--- src/rtl/pwm_capture.sv ---
// pwm_capture: measures period and high time of an asynchronous square/PWM
// input in clk cycles, with a stuck-input watchdog.
//
//   state | meaning
//   ------+-----------------------------------------------------------------
//   IDLE  | no reference rising edge yet (after reset or after a timeout)
//   HIGH  | input high since the last rising edge, waiting for the fall
//   LOW   | input low after the fall, waiting for the rise that closes the period
//
// The rise in LOW publishes period/high_time with a one-cycle valid pulse.
// A timeout in HIGH or LOW sets stuck and drops back to IDLE. The next
// rise clears stuck, but only acts as a new reference edge. This means a
// full period must elapse before the next valid.
module pwm_capture #(
    parameter int CNT_WIDTH = 26,
    parameter int TIMEOUT   = 50000000
) (
    input  logic                 clk,
    input  logic                 rst,
    input  logic                 sig_in,
    output logic [CNT_WIDTH-1:0] period,
    output logic [CNT_WIDTH-1:0] high_time,
    output logic                 valid,
    output logic                 stuck,
    output logic                 stuck_level
);

    typedef enum logic [1:0] {
        IDLE = 2'd0,
        HIGH = 2'd1,
        LOW  = 2'd2
    } state_t;

    localparam logic [CNT_WIDTH-1:0] CNT_MAX     = '1;
    localparam logic [CNT_WIDTH-1:0] TIMEOUT_CNT = CNT_WIDTH'(TIMEOUT);
    localparam logic [CNT_WIDTH-1:0] CNT_ONE     = CNT_WIDTH'(1);

    logic                 s1;
    logic                 s2;
    logic                 s3;
    logic                 rise;
    logic                 fall;

    state_t               state;
    state_t               state_next;
    logic [CNT_WIDTH-1:0] cnt;
    logic [CNT_WIDTH-1:0] high_cand;

    logic                 timeout;
    logic                 latch_high;
    logic                 capture;

    // Bring sig_in into the clk domain and keep one extra flop of history
    // for edge detection.
    always_ff @(posedge clk) begin
        if (rst) begin
            s1 <= 1'b0;
            s2 <= 1'b0;
            s3 <= 1'b0;
        end else begin
            s1 <= sig_in;
            s2 <= s1;
            s3 <= s2;
        end
    end

    assign rise = s2 & ~s3;
    assign fall = ~s2 & s3;

    // State register.
    always_ff @(posedge clk) begin
        if (rst) begin
            state <= IDLE;
        end else begin
            state <= state_next;
        end
    end

    // Next-state and control strobes. In HIGH, the timeout takes precedence
    // over a coincident fall: the measurement is abandoned in that cycle.
    always_comb begin
        state_next = state;
        timeout    = 1'b0;
        latch_high = 1'b0;
        capture    = 1'b0;
        case (state)
            IDLE: begin
                if (rise) begin
                    state_next = HIGH;
                end
            end
            HIGH: begin
                if (!rise && (cnt == TIMEOUT_CNT)) begin
                    timeout    = 1'b1;
                    state_next = IDLE;
                end else if (fall) begin
                    latch_high = 1'b1;
                    state_next = LOW;
                end
            end
            LOW: begin
                if (rise) begin
                    capture    = 1'b1;
                    state_next = HIGH;
                end else if (cnt == TIMEOUT_CNT) begin
                    timeout    = 1'b1;
                    state_next = IDLE;
                end
            end
            default: begin
                state_next = IDLE;
            end
        endcase
    end

    // Cycles since the last rise. The count restarts at 1 on every rise
    // and saturates instead of wrapping so a long-stuck input cannot alias
    // back onto a small count.
    always_ff @(posedge clk) begin
        if (rst) begin
            cnt <= '0;
        end else if (rise) begin
            cnt <= CNT_ONE;
        end else if (cnt != CNT_MAX) begin
            cnt <= cnt + CNT_ONE;
        end
    end

    // Hold the high-phase length until the closing rise publishes it.
    always_ff @(posedge clk) begin
        if (rst) begin
            high_cand <= '0;
        end else if (latch_high) begin
            high_cand <= cnt;
        end
    end

    // Published measurement. Both values move only together with valid.
    always_ff @(posedge clk) begin
        if (rst) begin
            period    <= '0;
            high_time <= '0;
            valid     <= 1'b0;
        end else begin
            valid <= capture;
            if (capture) begin
                period    <= cnt;
                high_time <= high_cand;
            end
        end
    end

    // Stuck flag and the input level at the time it was set. Any rise
    // clears the flag, including the rise out of IDLE.
    always_ff @(posedge clk) begin
        if (rst) begin
            stuck       <= 1'b0;
            stuck_level <= 1'b0;
        end else if (rise) begin
            stuck <= 1'b0;
        end else if (timeout) begin
            stuck       <= 1'b1;
            stuck_level <= s2;
        end
    end

endmodule
--- config.mk ---
export PLATFORM = sky130hd
export DESIGN_NAME = pwm_capture
export DESIGN_NICKNAME = d
export VERILOG_FILES = /design/src/rtl/pwm_capture.sv
export SDC_FILE = /design/constraint.sdc
export NUM_CORES = 1
export LEC_CHECK = 0
export CORE_ASPECT_RATIO = 0.7
export CORE_MARGIN = 2
export CORE_UTILIZATION = 54
export CTS_BUF_LIST = sky130_fd_sc_hd__clkbuf_8 sky130_fd_sc_hd__clkbuf_16
export CTS_CLUSTER_DIAMETER = 150
export DETAILED_ROUTE_END_ITERATION = 7
export PLACE_DENSITY = 0.89
export SYNTH_ARGS = -nofsm -noshare
export SYNTH_HDL_FRONTEND = slang
export SYNTH_SLANG_ARGS = --single-unit
--- constraint.sdc ---
create_clock -name clk -period 2.75 [get_ports clk]
set_clock_uncertainty 0.05 [all_clocks]
set_input_delay 0.6875 -clock clk [delete_from_list [all_inputs] [get_ports clk]]
set_output_delay 0.6875 -clock clk [all_outputs]
set_load 0.1 [all_outputs]
==> reports/results.ini <==
[cts]
postCtsSetupRepairBufs=0
postCtsHoldBufs=0
insertion_delay_ps=350
cts_tree=built
cts_resized=0
cts_inserted_buffers=9
clkTransAtPathRegs_ps=70
cts.sinks=112
h-tree-depth=3
root_buffer=clkbuf_16
clockBufferDepth=2

[yosys]
synth-edff-count=0
ys_ff_latch=112
ys_warn_count=0
synth_area_leader_cell=dfxtp_1
syn_area_um2=4560
syn_inst=530
avgSynthCellArea_um2=8.61
synthDistinctLibCells=43
yosysSeqAreaShare_pct=49.1
async_reset_ff_share_pct=0
ys.flop_type=dfxtp_1
synth_nets=539
synthTopCellsByArea=dfxtp_1 (49%), nand2_1 (9.7%), a21oi_1 (7.6%)
synth_top_area_share_pct=49.1

[hold_path]
min_path_type=flop to flop
whs_path_depth=1
hold_end=s2
hp-start=s1

[cells_and_area]
diodes=0
nets=578
final_area_um2=5310
drive_gt1_share_pct=16.6
fill_cells=715
syn_to_final_growth_pct=16.3

[critical_path]
start_kind=flop
reg2reg_from=cnt[3]
r2r_slack_ps=450
cp-end-kind=flop
reg2reg_depth=6
worstPathArrival_ps=2520
r2r_end=cnt[13]
crit_path_max_fanout=16
required_ps=2970
path_class=flop to flop

[placement]
place_congestion=0.903
placed_cell_area_um2=5010
place_ws_ps=480
io_buffer_count=57
dp_hpwl_um=7100

[floorplanning]
initial_utilization_pct=54.7
die_h_um=80.9
coreArea_um2=8340
fp.dieArea_um2=9210
rows=28
num_io_pins=58
fp.dieW_um=114

[drt]
wl_per_cell_um=14.9
wirelength_um=10100
viasPerCell=5.61
num_vias=3808
ant_nets=0
drc=0
drt_first_iter_violations=364
first_pass_iters=5

[grt]
antenna_found_initial=0
grt.total_usage_pct=22.7
grt.overflow.total=0
grt_pass1_wl_um=16600
grt_pass1_vias=3446
grt_max_degree=89

[timing]
timing.final.crit_share_pct=83.7
drv_slew=0
finalSetupTns_ps=0
hold_viol=0
hold_ws_ps=392
finalSetupViolCount=0
fmax_ghz=0.434
rsz0062_at_grt=no
fin_crit_ps=2300
finalWorstSetupSlack_ps=447
worstMarginPinSlew_ps=852
relSlewSlack_pct=43.2

[outcome]
outcome=complete, no violations

[power_and_ir_drop]
p_leak_nw=2.06
vdd_drop_max_v=0.000405
pwr_density_cell_nw_per_um2=579

[run]
drv_cap=0

-- state kept, by name (all words and copies together), names as in the netlist --
| name | cells |
|---|---|
| s1 | 1 |
| high_cand | 26 |
| stuck | 1 |
| state | 2 |
| period | 26 |
| valid | 1 |
| cnt | 26 |
| high_time | 26 |
| s3 | 1 |
| stuck_level | 1 |
| s2 | 1 |
-- placed cells by master, fill, tap and decap left out, drive strengths merged --
cell type        n
and4             4
nand3           10
or4              7
xnor2            2
nor4b            2
ha               6
clkdlybuf4s50    1
a211oi           2
or2              1
a2111o           2
clkinv           2
a21oi           70
a2111oi          1
and2             6
nor2            39
inv              8
mux2i           28
nand4           12
xor2             2
or4b             1
nor2b            5
a31o             1
nand2          118
o211ai           3
clkinvlp         1
o31ai            5
nor3             5
clkbuf          12
nor4             5
or3             11
and3             4
o21ai           15
dfxtp          112
buf             68
o21a             1
o41ai            2
-- routing by layer --
layer,share of wire [%],track usage (%),up-vias
li1,-,-,1887
met1,47,29.6,1814
met2,47,38.1,93
met3,4.7,5.37,14
met4,1.2,6.83,0
met5,0,0,-
-- cells in the mapped netlist, types with 2 or more instances --
master and count:
o21ai_1 5, nand3_1 9, clkbuf_1 24, o21ai_0 10, a2111o_1 2, a21oi_1 69
nand2_1 118, xor2_1 2, buf_2 5, mux2i_1 28, and4_1 3, nor2_1 39
clkbuf_2 2, nand4_1 12, nor4_1 4, buf_4 6, nor2b_1 5, and3_1 4
buf_6 4, or3_1 11, nor4b_2 2, a211oi_1 2, ha_1 6, or4_1 7
xnor2_1 2, o211ai_1 3, and2_1 6, o31ai_1 4, dfxtp_1 112, nor3_1 5
inv_1 7
-- worst max-delay path by stage --
stage / startpoint / slack (ps) / cells past startpoint / endpoint
finish: cnt[3] / 450 / 6 / cnt[13]
global route: cnt[0] / 300 / 7 / state[0]
CTS: cnt[0] / 460 / 7 / state[1]
detailed placement: cnt[0] / 480 / 7 / state[1]
global placement: cnt[6] / 510 / 5 / state[1]
floorplan: cnt[0] / 820 / 7 / state[1]
-- stage by stage --
| step | instances | power [mW] | utilization (%) |
|---|---|---|---|
| floorplan | 530 | 1.82 | - |
| global placement | 663 | 1.84 | 60.1 |
| detailed placement | 663 | 1.85 | 60.1 |
| CTS | 679 | 3.09 | 63.6 |
| global route | 679 | 3.17 | 63.6 |
| finish | 679 | 3.07 | 63.6 |
-- report_power, final --
part | internal, mW | total [mW] | leakage, nW | switching, mW
combinational | 0.0575 | 0.167 | 1.02 | 0.110
sequential | 1.64 | 1.65 | 0.903 | 0.0158
clock | 0.689 | 1.25 | 0.146 | 0.562
-- worst max-delay path: stages, from the launching register on --
cell,delay [ps]
dfxtp_1,500
and4_1,430
nand3_4,150
o41ai_4,550
buf_4,290
o21ai_1,100
a21oi_1,150
-- cell families after synthesis --
kind of cell,after synthesis,share of synthesized area (%)
AOI/OAI and AO/OA,102,13.2
adders and majority gates,6,1.65
xor gates and xnor gates,4,0.768
and+or+nand+nor,230,23.9
buffers and inverters,48,5.29
DFF,112,49.1
muxes,28,6.14
-- cell type report --
type,count,area [µm²],share of cell area (%)
Clock inverter,4,28.8,0.542
Sequential cell,112,2240,42.3
Multi-Input combinational cell,370,2090,39.4
Inverter,7,26.3,0.495
Clock buffer,12,267,5.02
Tap cell,105,131,2.48
Timing Repair Buffer,69,518,9.76
Power figures use the tool's default switching activity.
